File: src/rtl/cell_counter_dffr.sv
// Stdcell flop with asynchronous active-low clear, the resettable companion of
// the plain edge-triggered flop cell.
module dffr (
   input  logic D,
   input  logic CLK,
   input  logic RST_N,
   output logic Q
);

   logic q_q;

   always_ff @(posedge CLK or negedge RST_N) begin
      if (!RST_N) begin
         q_q <= 1'b0;
      end else begin
         q_q <= D;
      end
   end

   assign Q = q_q;

endmodule

File: src/rtl/cell_counter.sv
// Loadable up/down counter assembled from dffr cells, a toggle chain, a per-bit
// load mux and a terminal-count detect.
module cell_counter #(
   parameter int unsigned WIDTH = 4
) (
   input  logic             CLK,
   input  logic             RST_N,
   input  logic             EN,
   input  logic             LOAD,
   input  logic             UP,
   input  logic [WIDTH-1:0] D,
   output logic [WIDTH-1:0] Q,
   output logic             TC
);

   logic [WIDTH-1:0] count_q;
   logic [WIDTH-1:0] count_d;
   // eq[i] is high when bit i already sits at the direction's carry value
   logic [WIDTH-1:0] eq;
   logic             load_n;

   assign load_n = ~LOAD;

   for (genvar i = 0; i < WIDTH; i++) begin : g_bit
      logic toggle;
      logic count_nx;

      assign eq[i] = ~(count_q[i] ^ UP);

      if (i == 0) begin : g_lsb
         assign toggle = EN;
      end else begin : g_upper
         assign toggle = EN & (&eq[i-1:0]);
      end

      assign count_nx   = count_q[i] ^ toggle;
      assign count_d[i] = (LOAD & D[i]) | (load_n & count_nx);

      dffr u_ff (
         .D     (count_d[i]),
         .CLK   (CLK),
         .RST_N (RST_N),
         .Q     (count_q[i])
      );
   end

   // High in the cycle before a wrap so TC can feed the next stage's EN
   assign TC = EN & load_n & (&eq);
   assign Q  = count_q;

endmodule
File: config.mk
export PLATFORM = sky130hd
export DESIGN_NAME = cell_counter
export DESIGN_NICKNAME = d
export VERILOG_FILES = /design/src/rtl/cell_counter_dffr.sv /design/src/rtl/cell_counter.sv
export SDC_FILE = /design/constraint.sdc
export NUM_CORES = 1
export LEC_CHECK = 0
export CELL_PAD_IN_SITES_DETAIL_PLACEMENT = 1
export CELL_PAD_IN_SITES_GLOBAL_PLACEMENT = 2
export CORE_MARGIN = 10
export CORE_UTILIZATION = 19
export CTS_BUF_LIST = sky130_fd_sc_hd__clkbuf_4 sky130_fd_sc_hd__clkbuf_8 sky130_fd_sc_hd__clkbuf_16
export DETAILED_ROUTE_END_ITERATION = 12
export PLACE_DENSITY = 0.73
export SLEW_MARGIN = 20
export SYNTH_ARGS = -nofsm -noshare
export SYNTH_HDL_FRONTEND = slang
export SYNTH_HIERARCHICAL = 1
export SYNTH_SLANG_ARGS = --single-unit
File: constraint.sdc
create_clock -name CLK -period 2 [get_ports CLK]
set_clock_uncertainty 0.15 [all_clocks]
set_input_delay 0.4 -clock CLK [delete_from_list [all_inputs] [get_ports CLK]]
set_output_delay 0.4 -clock CLK [all_outputs]
set_load 0.05 [all_outputs]
* Word-level counts from Yosys, hierarchy flattened
Cells that the tools add are included.
Storage, ports and cells: memories kept 0, register bits after elaboration 4, memory bits (read-only) 0, word-level logic and storage cells 37, bits in latches 0, bits in writable memories 0
Cells by class: $lt $le $gt $ge 0, multiplexer cells 0, divide/modulo/power cells 0, reduce and logical (&&, ||, !) cells 3, bitwise gates (word level) 30, multipliers 0, shift-type cells 0, add/subtract/negate cells 0, equality and inequality tests 0
Operators by type and width (count):
- $and A1 B1 Y1 | 13
- $xor A1 B1 Y1 | 8
- $not A1 Y1 | 5
- $or A1 B1 Y1 | 4
- $reduce_and A4 Y1 | 1
- $reduce_and A3 Y1 | 1
- $reduce_and A2 Y1 | 1

* Logic depth before layout (Yosys ltp)
depth after elaboration 7, depth in mapped cells 4

* Modules after synthesis
Netlist, hierarchy kept.
By module, submodules not included:
- cell_counter | instances 1, area an instance 186.4 um^2, sequential area each 0.0 um^2, cells an instance 28
- dffr | instances 4, area an instance 25.0 um^2, sequential area each 25.0 um^2, cells an instance 1

* Least setup slack after synthesis
OpenSTA, ideal clock, no wires.
kind register to output, from register g_bit[0].u_ff.q_q, to output port TC, path buffers 0, slack -1.058 ns, stages on the path, launching flop included 3, required time 1.450 ns, arrival time 2.508 ns, path through dfrtp_1 > or4b_1 > a221oi_1
Between the ends: longest elaborated chain between the ends 4
RTL lines:
- start: declaration | line cell_counter_dffr.sv:10 | logic q_q;
- start signal: assignment | line cell_counter_dffr.sv:14 | q_q <= 1'b0;
- start signal: assignment | line cell_counter_dffr.sv:16 | q_q <= D;
- $xor A1 B1 Y1 | line cell_counter.sv:28 | assign eq[i] = ~(count_q[i] ^ UP);
- $not A1 Y1 | line cell_counter.sv:28
- $reduce_and A4 Y1 | line cell_counter.sv:48 | assign TC = EN & load_n & (&eq);
- $and A1 B1 Y1 | line cell_counter.sv:48
- end: declaration | line cell_counter.sv:13 | output logic TC
No other way between the ends.

* Final worst setup path
from register g_bit[1].u_ff.q_q, to output port TC
Between the ends: longest elaborated chain between the ends 4
RTL lines (line):
- start: declaration | cell_counter_dffr.sv:10
- start signal: assignment | cell_counter_dffr.sv:14
- start signal: assignment | cell_counter_dffr.sv:16
- $xor A1 B1 Y1 | cell_counter.sv:28
- $not A1 Y1 | cell_counter.sv:28
- $reduce_and A4 Y1 | cell_counter.sv:48
- $and A1 B1 Y1 | cell_counter.sv:48
No other way between the ends.

==> results.py <==
metrics = {
    "place": {
        "dpl.cell_count": 68,
        "dpl.hpwl_um": 906,
        "place.gp.congestion": 0.734,
        "portBuffers": 13,
        "dpl_cell_area_um2": 523,
    },
    "synth": {
        "yosysTopAreaCell": "dfrtp_1",
        "synth_area_leaders": "dfrtp_1 (35%), nand3_1 (7.0%), a211o_1 (6.1%)",
        "syn_nets": 41,
        "ys.flop_type": "dfrtp_1",
        "async_reset_ff_frac": 1.00,
        "ys_ff_latch": 4,
        "synth_top_area_frac": 0.349,
        "synthDistinctLibCells": 18,
        "netlist_top_cells_count": "dfrtp_1 (4), nand3_1 (4), nand2_1 (3)",
        "syn_area_um2": 287,
        "yosysWarnings": 6,
        "synth_edf_count": 0,
        "yosysSeqAreaShare": 0.349,
        "synth_area_per_cell_um2": 8.95,
        "synthesis.instances": 32,
    },
    "routing": {
        "drt_iter0_drc": 4,
        "via_per_inst": 4.83,
        "drc": 0,
        "drtAntennaViolNets": 0,
        "drt-total-wl_um": 1120,
        "vias": 343,
        "drt_pass1_iterations": 4,
        "wl_per_cell_um": 15.8,
    },
    "sta": {
        "hold_violations": 0,
        "rsz0062_at_grt": "yes",
        "timing.final.max_slew_violations": 0,
        "fin_crit_ns": 2.22,
        "finalWorstSetupSlack_ns": -0.218,
        "tns_ns": -0.218,
        "max_slew_margin": 0.851,
        "post-route-period-util": 1.11,
        "setup_violations": 1,
        "whs_ns": 0.224,
        "worst_pin_slew_ns": 0.222,
        "fmax_mhz": 451,
    },
    "power": {
        "pwr_density_cell_nw_per_um2": 661,
        "p_int_mw": 0.233,
        "p_switching_mw": 0.138,
        "switching_share": 0.372,
        "combPwrFrac": 0.469,
        "power_leakage_nw": 0.247,
        "ir_drop_v": 0.000288,
        "finalPower_mw": 0.370,
        "clkPwrFrac": 0.262,
        "p_seq_frac": 0.270,
    },
    "clock_tree": {
        "h-tree-depth": 1,
        "clock_sinks": 4,
        "clock_latency_ns": 0.23,
        "cts_buffers": 3,
        "cts_buffer_depth": 2,
        "cts_tree": "done",
        "clk_pin_slew_ns": 0.04,
        "ctsRootBufferMaster": "clkbuf_4",
    },
    "setup_path": {
        "critPathLaunchType": "register",
        "crit_fanout": 2,
        "worst_path_max_delay_cell": "or4b_4",
        "endpoint_kind": "primary output",
        "critPathRequiredTime_ns": 1.45,
        "crit_chain": "or4b_4 -> a221oi_4 -> buf_12",
        "critical_path_class": "reg -> out",
        "worst_ep_arrival_time_ns": 1.67,
        "slowest_delay_ns": 0.55,
    },
    "grt": {
        "antenna_found_initial": 0,
        "grt_pass1_wl_um": 1750,
        "grt_overflow": 0,
        "grt.total_usage": 0.0661,
        "grt_pass1_vias": 385,
        "grt_max_degree": 13,
    },
    "final_layout": {
        "drive_above_1_share": 0.429,
        "multi_input_area_um2": 214,
        "antenna_cells": 0,
        "instances_no_fill": 71,
        "largest_reg_flops": 4,
        "final_area_um2": 561,
        "fillCellCount": 168,
        "regArea_um2": 103,
        "nets": 67,
        "area_delta_synth_final_pct": 95.6,
    },
    "die": {
        "ios": 14,
        "fp.coreArea_um2": 1370,
        "die_y_um": 58.8,
        "dieArea_um2": 3460,
        "die_w_um": 58.8,
        "initial_utilization": 0.210,
        "num_rows": 13,
    },
    "run": {
        "maxCapViolations": 0,
    },
    "run_status": {
        "status": "finished with violations",
        "violations": "setup timing",
    },
    "min_path": {
        "hp-class": "in -> async",
    },
}
cell families (layout without fill, tap and decap cells):
kind of cell,Yosys count,in the layout,synth area share
AND/OR/NAND/NOR,17,17,0.362
XOR/XNOR,2,2,0.0611
buffers and inverters,3,27,0.0393
AO/OA/AOI/OAI,6,6,0.188
flip-flops,4,4,0.349
cells in the final DEF, fill, tap and decap left out, drive strengths merged, types with 2 or more instances in the layout:
master | Yosys | layout
nand2 | 3 | 3
dfrtp | 4 | 4
clkdlybuf4s50 | 0 | 6
clkbuf | 1 | 3
nor2 | 2 | 2
inv | 2 | 2
nand4 | 2 | 2
buf | 0 | 14
a211o | 2 | 2
nand3 | 4 | 4
nand4b | 2 | 2
dlygate4sd2 | 0 | 2
xnor2 | 2 | 2
per-stage QoR:
step,setup WS (ns),util
floorplan,-0.258,-
global placement,-0.428,0.383
detailed placement,-0.435,0.383
CTS,-0.255,0.401
global route,-0.277,0.410
finish,-0.218,0.410
path summary, 6_finish.rpt:
path                                 startpoint               to  slack [ns]  depth (start not counted)
min in group CLK                g_bit[3].u_ff/Q  g_bit[3].u_ff/Q        0.54                          3
worst max register to register  g_bit[0].u_ff/Q  g_bit[3].u_ff/Q        0.18                          4
worst min register to register  g_bit[3].u_ff/Q  g_bit[3].u_ff/Q        0.54                          3
worst max-delay path            g_bit[1].u_ff/Q               TC       -0.22                          3
worst min-delay path                      RST_N  g_bit[3].u_ff/Q        0.22                          1
max in group asynchronous                 RST_N  g_bit[0].u_ff/Q        1.29                          1
power by group through the flow:
stage	sequential, mW	combinational, mW	clock (mW)
after detailed placement	0.100	0.171	0
after global routing	0.101	0.186	0.107
after global placement	0.100	0.166	0
after floorplan	0.151	0.0399	0
final	0.0999	0.174	0.0968
after CTS	0.0998	0.172	0.102
area by class of cell:
type,instances,area share
Inverter,2,0.0134
Clock buffer,3,0.0402
Multi-Input combinational cell,25,0.382
Sequential cell,4,0.183
Tap cell,15,0.0335
Timing Repair Buffer,22,0.348
timing repair:
action,in CTS,in global routing
endpoints found under the setup margin,2,2
setup buffers,0,0
resized for setup,3,1
hold buffers,0,0
pin swaps,2,2
metal layers:
metal,up-vias,share of wire,GRT usage
li1,173,-,-
met1,159,0.43,0.0663
met2,11,0.48,0.105
met3,0,0.086,0.0365
met4,0,0,0.0393
met5,-,0,0
worst max-delay path: cells and delay by family, from the launching register on:
| kind | cells | cell delay [ns] |
|---|---|---|
| simple gates | 1 | 0.55 |
| compound gates | 1 | 0.31 |
| buf+inv | 1 | 0.17 |
| flops | 1 | 0.39 |
(Power assumes the default switching activity.)
